--- config.mk ---
export PLATFORM = sky130hd
export DESIGN_NAME = gardner_nco_interp
export DESIGN_NICKNAME = d
export VERILOG_FILES = /design/src/rtl/gardner_nco_interp.sv
export SDC_FILE = /design/constraint.sdc
export NUM_CORES = 2
export LEC_CHECK = 0
export ABC_AREA = 1
export CAP_MARGIN = 0
export CORE_UTILIZATION = 47
export DETAILED_ROUTE_END_ITERATION = 8
export PLACE_DENSITY = 0.65
export RECOVER_POWER = 50
export SYNTH_ARGS = -nofsm -noshare
export SYNTH_HDL_FRONTEND = slang
export SYNTH_SLANG_ARGS = --single-unit
export TNS_END_PERCENT = 10
--- constraint.sdc ---
create_clock -name clk -period 9.8 [get_ports clk]
set_input_delay 1.47 -clock clk [delete_from_list [all_inputs] [get_ports clk]]
set_output_delay 1.47 -clock clk [all_outputs]
set_load 0.05 [all_outputs]
--- src/rtl/gardner_nco_interp.sv ---
// Gardner symbol-timing front end: a decrementing NCO picks interpolation instants
// from a 4-sample history, and a parabolic Farrow interpolator (alpha = 0.5) computes the interpolant.
module gardner_nco_interp #(
  parameter int          DW       = 16,
  parameter logic [15:0] ETA_INIT = 16'h4000,
  parameter int          LAT      = 3
) (
  input  logic                 clk,
  input  logic                 reset,
  input  logic                 din_valid,
  input  logic signed [DW-1:0] din,
  input  logic        [15:0]   wk,
  output logic                 strobe,
  output logic signed [17:0]   data_out,
  output logic        [15:0]   mu_out
);

  localparam int CW  = DW + 3;   // Farrow coefficient width
  localparam int PW  = CW + 17;  // c2 * mu product
  localparam int TW  = CW + 2;   // (c2*mu >>> 16) + c1
  localparam int PW2 = TW + 17;  // t * mu product
  localparam int YW  = TW + 2;   // unsaturated interpolant

  if (LAT != 3) begin : g_lat_check
    $error("gardner_nco_interp: LAT is fixed at 3");
  end

  logic signed [DW-1:0] hist_q [4];
  logic signed [DW-1:0] hist_d [4];
  logic signed [CW-1:0] x_e    [4];

  // hist_d is the history as it will look once the current sample is accepted
  for (genvar gi = 0; gi < 4; gi++) begin : g_hist
    if (gi == 0) begin : g_head
      assign hist_d[gi] = din;
    end else begin : g_tail
      assign hist_d[gi] = hist_q[gi-1];
    end
    assign x_e[gi] = CW'(hist_d[gi]);

    always_ff @(posedge clk) begin
      if (reset) begin
        hist_q[gi] <= '0;
      end else if (din_valid) begin
        hist_q[gi] <= hist_d[gi];
      end
    end
  end

  logic        [15:0] wk_c;
  logic        [15:0] eta_q;
  logic        [15:0] eta_d;
  logic signed [16:0] diff;
  logic               under;

  always_comb begin
    if ($signed(wk) < 16'sh2000) begin
      wk_c = 16'h2000;
    end else if ($signed(wk) > 16'sh6000) begin
      wk_c = 16'h6000;
    end else begin
      wk_c = wk;
    end
  end

  assign diff  = $signed({1'b0, eta_q}) - $signed({1'b0, wk_c});
  assign under = diff[16];
  assign eta_d = under ? diff[15:0] + 16'h8000 : diff[15:0];

  logic signed [CW-1:0] c2_d, c1_d;
  assign c2_d = (x_e[0] - x_e[1] - x_e[2] + x_e[3]) >>> 1;
  assign c1_d = (x_e[1] + x_e[1] + x_e[1] - x_e[0] - x_e[2] - x_e[3]) >>> 1;

  logic signed [CW-1:0] c2_q, c1_q, c0_q, c0b_q;
  logic        [15:0]   mu1_q, mu2_q;
  logic signed [TW-1:0] t_q, t_d;
  logic signed [YW-1:0] y_full;
  logic signed [17:0]   y_sat;
  logic                 v1_q, v2_q;
  logic                 strobe_q;
  logic signed [17:0]   data_q;
  logic        [15:0]   mu_q;

  // mu is an unsigned fraction, so it enters both products with a zero sign bit
  assign t_d    = TW'((PW'(c2_q) * PW'($signed({1'b0, mu1_q}))) >>> 16) + TW'(c1_q);
  assign y_full = YW'((PW2'(t_q) * PW2'($signed({1'b0, mu2_q}))) >>> 16) + YW'(c0b_q);

  always_comb begin
    if (64'(y_full) > 64'sd131071) begin
      y_sat = 18'sh1FFFF;
    end else if (64'(y_full) < -64'sd131072) begin
      y_sat = 18'sh20000;
    end else begin
      y_sat = 18'(y_full);
    end
  end

  always_ff @(posedge clk) begin
    if (reset) begin
      eta_q    <= ETA_INIT;
      v1_q     <= 1'b0;
      v2_q     <= 1'b0;
      strobe_q <= 1'b0;
      data_q   <= '0;
      mu_q     <= '0;
    end else begin
      v1_q     <= din_valid & under;
      v2_q     <= v1_q;
      strobe_q <= v2_q;
      if (din_valid) begin
        eta_q <= eta_d;
      end
      if (v2_q) begin
        data_q <= y_sat;
        mu_q   <= mu2_q;
      end
    end
  end

  // Datapath stages carry no reset: they are only consumed under their valid bits
  always_ff @(posedge clk) begin
    if (din_valid && under) begin
      c2_q  <= c2_d;
      c1_q  <= c1_d;
      c0_q  <= x_e[2];
      mu1_q <= {eta_q[14:0], 1'b0};
    end
    if (v1_q) begin
      t_q   <= t_d;
      c0b_q <= c0_q;
      mu2_q <= mu1_q;
    end
  end

  assign strobe   = strobe_q;
  assign data_out = data_q;
  assign mu_out   = mu_q;

endmodule

---- Word level (Yosys, flattened, before mapping) ----
Memory sizes are Yosys's and may differ from the RTL's.
Index checks and enable logic that the tools add are counted.
cells by class
  $lt $le $gt $ge ......................... 4
  multiply operators ...................... 2
  reductions and logical operators ........ 1
  bitwise logic cells ..................... 5
  add/subtract/negate cells ............... 12
  multiplexer cells ....................... 14
operator list
  kind                                                                     number
  16-bit 2-to-1 mux                                                        7
  19-bit by 16-bit subtractor with 19-bit output                           2
  20-bit by 16-bit multiplier with 36-bit output                           1
  18-bit 2-to-1 mux                                                        2
  18-bit by 16-bit multiplier with 34-bit output                           1
  16-bit by 16-bit subtractor with 17-bit output                           2
  21-bit by 16-bit adder with 22-bit output                                1
  22-bit by 18-bit > comparator with 1-bit output (second input constant)  1
  22-bit by 18-bit < comparator with 1-bit output (second input constant)  1
  19-bit by 18-bit adder with 20-bit output                                1
  18-bit by 16-bit adder with 19-bit output                                1
  18-bit by 16-bit subtractor with 19-bit output                           1
  17-bit by 16-bit adder with 18-bit output                                1
  17-bit by 16-bit subtractor with 18-bit output                           1
  16-bit by 16-bit adder with 17-bit output                                1
  16-bit adder (second input constant)                                     1
  16-bit > comparator (second input constant)                              1
  16-bit by 15-bit < comparator with 1-bit output (second input constant)  1
  1-bit 2-to-1 mux                                                         5
  1-bit bitwise OR                                                         4
  1-bit bitwise AND                                                        1
  1-bit logical AND                                                        1
storage, ports and cells
  memories ................................ 1
  bits in writable memories ............... 64
  flip-flop bits (word level) ............. 170
  bits of input ports ..................... 35
  word-level logic and storage cells ...... 52
memory list
  name    words  width  rd ports  clocked after Yosys merged registers in  write ports  line  text
  hist_q  4      16     3         0                                        4            28    logic signed [DW-1:0] hist_q [4];

---- Logic depth before layout (Yosys ltp) ----
  word-level depth ........................ 6
  gate-level depth with buffers ........... 42
  gate-level depth less buffers ........... 40

---- Worst setup path after synthesis ----
Ideal clock, no wire load.
  path type ............................... register -> register
  start ................................... register, netlist name t_q[19]
  end ..................................... register data_q[10], in the netlist data_out[10]
  arrival ................................. 6934 ps
  data required time ...................... 9678 ps
  cell stages (with the launch flop) ...... 36
  path slack .............................. 2744 ps
  buffers on the path ..................... 2
  period minus slack after synthesis ...... 7056 ps
  library setup time ...................... 122 ps
  cells stage by stage .................... edfxtp_1 clkbuf_1 nand2_1 fa_1 fa_1 inv_1 fa_1 inv_1 fa_1 inv_1 fa_1 inv_1 fa_1 inv_1 ha_1 a21o_1 a21oi_1 o21ai_0 a21oi_1 nand2_1 nand2_1 nand2_1 ha_1 nand2_1 inv_1 nand2_1 nand3_1 a21oi_1 nand3_1 nand2_1 nand2_1 nor2_1 nand3_1 nand2_4 buf_6 a21oi_2
between the ends
  word-level cells in the longest chain between the ends .. 5
  elaborated cells between the ends (all ways) .. 6
  those cells by class .................... add/sub (1); mul (1); order compare (2); mux (2)
RTL lines
  item                                              line  text
  20-bit by 16-bit multiplier with 36-bit output *  86    assign y_full = YW'((PW2'(t_q) * PW2'($signed({1'b0, mu2_q}))) >>> 16) + YW'(c0b_q);
  21-bit by 16-bit adder with 22-bit output *       86
  22-bit by 18-bit < comparator with 1-bit output   91    end else if (64'(y_full) < -64'sd131072) begin
  18-bit 2-to-1 mux                                 91
  18-bit 2-to-1 mux *                               89    if (64'(y_full) > 64'sd131071) begin
  end signal, assigned                              114   data_q <= y_sat;
  end, declared                                     81    logic signed [17:0] data_q;
Mark *: on every way between the ends. The rest lies on a longest branch, timed or not.
A chain may end at the register's enable or synchronous reset.

---- Worst setup path after layout ----
  start ................................... register mu2_q[2]
  end ..................................... register data_q[6], in the netlist data_out[6]
between the ends
  word-level cells in the longest chain between the ends .. 5
  elaborated cells between the ends (all ways) .. 6
  those cells by class .................... add/sub (1); mul (1); order compare (2); mux (2)
RTL lines
  item                                              line  text
  start, declared                                   75    logic [15:0] mu1_q, mu2_q;
  start signal, assigned                            131   mu2_q <= mu1_q;
  20-bit by 16-bit multiplier with 36-bit output *  86
  21-bit by 16-bit adder with 22-bit output *       86
  22-bit by 18-bit < comparator with 1-bit output   91
  18-bit 2-to-1 mux                                 91
  18-bit 2-to-1 mux *                               89
Marked as above.

==> reports/results.txt <==
status -> finished with violations
failing checks -> max-capacitance violations, max-slew violations
largest net degree at the start of global routing -> 68
sequential cell area fraction in the yosys report -> 16.7%
detailed-route via count -> 27,000
flop-to-flop setup slack -> 1.35 ns
Area Growth Syn to Fin -> 7.08%
fill count -> 7,320
Post-CTS Setup Bufs -> 0
M1 GR Usage -> 33.4%
Core Footprint -> 0.0759 mm2
worst hold-check path type -> flip-flop to flip-flop
antenna-violating nets left -> 0
Crit path arrival time -> 8.97 ns
Final Critical Period -> 8.45 ns
Hold Buf Count CTS -> 0
Max-cap violations -> 3
post_cts resized -> 0
H-Tree Depth -> 1
vias in the first global route -> 28,600
Slew Limit Fails -> 158
Slowest-stage cell, CP -> edfxtp_1
met3 GRT Util -> 3.03%
Final Skew -> 0.0172 ns
Post-Synthesis Cell Area -> 0.0360 mm2
Clock Pin Slew Worst Setup and Hold Paths -> 0.06 ns
most frequent cells in the layout -> inv_1 (1,205), nand2_1 (963), fa_1 (651), ha_1 (271), nor2_1 (204)
clk buf depth -> 3
Slew HR -> -141%
Avg WL per Cell -> 17.7 um
Crit Path Class -> flip-flop to flip-flop
First-pass DRT Iterations -> 6
final setup vio count -> 0
first-pass GRT wire length -> 155,000 um
Die H -> 279 um
CTS tree -> done
Async SR Flop Fraction -> 0%
Rows -> 101
initial antenna violation count -> 6
gr busiest metal -> met2
r2r worst-path depth -> 33
DR iter-0 viols -> 1,755
syn_nets -> 5,275
synthesized flop and latch total -> 218
Unique masters post-synth -> 54
CP max FO -> 20
# nets final -> 5,284
crit path launch type -> flip-flop
synth warn -> 0
placer congestion estimate -> 0.965
GR Overflow Total -> 0
Critical Path RT -> 10.32 ns
Crit. Startpoint -> mu2_q[2]
Die Width -> 279 um
Final Hold Vio Count -> 0
number of flops mapped to enable cells by yosys -> 166
CTS Buf Count -> 27
worst skew pair latency -> 0.59 ns
Port Buffer Count -> 68
Synth Area per Inst -> 8.35 um2
hold_sp -> c0_q[5]
WL final -> 95,200 um
Final HPWL DP -> 80,100 um
CTS Sinks -> 218
Setup TNS -> 0 ns
ys flop type -> edfxtp_1
Die ar. -> 0.0778 mm2
number of I/O pins -> 70
Antenna Cells -> 0
critical path endpoint category -> flip-flop
Highest Clock Rate -> 118 MHz
Period Utilization, post-route -> 86.2%
worst r2r src -> mu2_q[2]
starting density of the core -> 47.5%
CP max stage delay -> 0.95 ns
met2 usage -> 43.8%
worst reg2reg path endpoint -> data_out[6]
cells after synthesis -> 4,318
share of layout cells above drive strength 1 -> 2.67%
unrepaired setup endpoints after global routing -> no
remaining design rule violation count -> 0
Critical path destination -> data_out[6]
Vias/cell -> 5.03
commonest non-fill, non-tap cell in the layout -> inv_1
Root Buffer Master -> clkbuf_16
Worst-Margin Slew -> 3.62 ns
gr usage total -> 25.7%
area by class of cell:
type / instances / area (um2) / area share [%]
timing repair buffer: 98 / 887 / 2.30
clock inverter: 12 / 86.3 / 0.224
inverter: 1212 / 4550 / 11.8
multi-input combinational: 2770 / 25000 / 64.8
sequential: 218 / 6030 / 15.6
tap: 1030 / 1290 / 3.34
clock buffer: 37 / 754 / 1.96
worst min path at each step:
stage               end  slack, ns  depth (start not counted)
2_1_floorplan  c0b_q[0]       0.40                          0
3_3_place_gp   c0b_q[8]       0.40                          0
3_5_place_dp   c0b_q[8]       0.41                          0
4_1_cts        c0b_q[7]       0.42                          0
5_1_grt        c0b_q[1]       0.42                          0
6_report       c0b_q[5]       0.42                          0
stage by stage:
stage | hold slack, ns | instances | utilization [%] | cell area (um2) | worst slack, ns
floorplan | 0.400 | 4318 | - | 36000 | 2.74
global placement | 0.401 | 5328 | 49.7 | 37800 | 1.38
detailed placement | 0.405 | 5328 | 49.7 | 37800 | 1.34
CTS | 0.419 | 5377 | 50.8 | 38600 | 1.29
global route | 0.424 | 5377 | 50.8 | 38600 | 0.614
finish | 0.420 | 5377 | 50.8 | 38600 | 1.35
layer usage:
metal / part of all wire (%) / vias to the layer above
li1: - / 12800
met1: 42 / 13300
met2: 48 / 707
met3: 5.3 / 181
met4: 4.5 / 6
met5: 0.030 / -
cells in the mapped netlist, types with 5 or more instances:
cell type     n  area (um2)
nor3_1       19        95.1
a21oi_1     173         866
inv_2         6        22.5
ha_1        271        3390
fa_1        651       13000
o211ai_1      5        37.5
nor2_2        7        43.8
nand3_1      81         405
a21o_1       14         105
xor2_1       71         622
dfxtp_1      52        1040
nand2_2      14        87.6
a31oi_1      24         150
clkbuf_1    107         402
nand2_1     963        3610
nor4_1        8        50.1
a21boi_0      6        45.0
o21a_1        6        45.0
xnor2_1      43         377
o21ai_0     122         611
a21oi_2      12         105
o21bai_1      9        67.6
inv_1      1205        4520
edfxtp_1    166        4980
nand4_1      22         138
buf_1         6        22.5
nor2_1      205         769
cell families (layout without fill, tap and decap cells):
logic type | Yosys count | in the layout | share of synthesized area, %
xor+xnor | 114 | 114 | 2.77
flops | 218 | 218 | 16.7
compound gates | 397 | 397 | 6.19
simple gates | 1335 | 1335 | 14.8
fa+ha+maj | 922 | 922 | 45.6
other cells | 2 | 2 | 0.0208
buf+inv | 1330 | 1359 | 13.9
sequential cells by signal, summed over array words and instances, names as in the netlist:
register / count
mu1_q: 15
c0b_q: 16
mu2_q: 15
t_q: 20
v2_q: 1
mu_out: 15
strobe: 1
data_out: 18
eta_q: 16
c2_q: 18
c1_q: 18
hist_q: 48
c0_q: 16
v1_q: 1
worst max-delay path: cells and delay by family, from the launching register on:
family                     cells  cell delay [ns]
AOI/OAI and AO/OA              3             0.51
adders and majority gates      8             4.26
buffers and inverters          7             0.61
DFF                            1             0.95
and+or+nand+nor               15             2.03
Power is left out: the tool's default activity adds up to more than one toggle a clock period on the data nets, which glitch-free logic cannot reach.
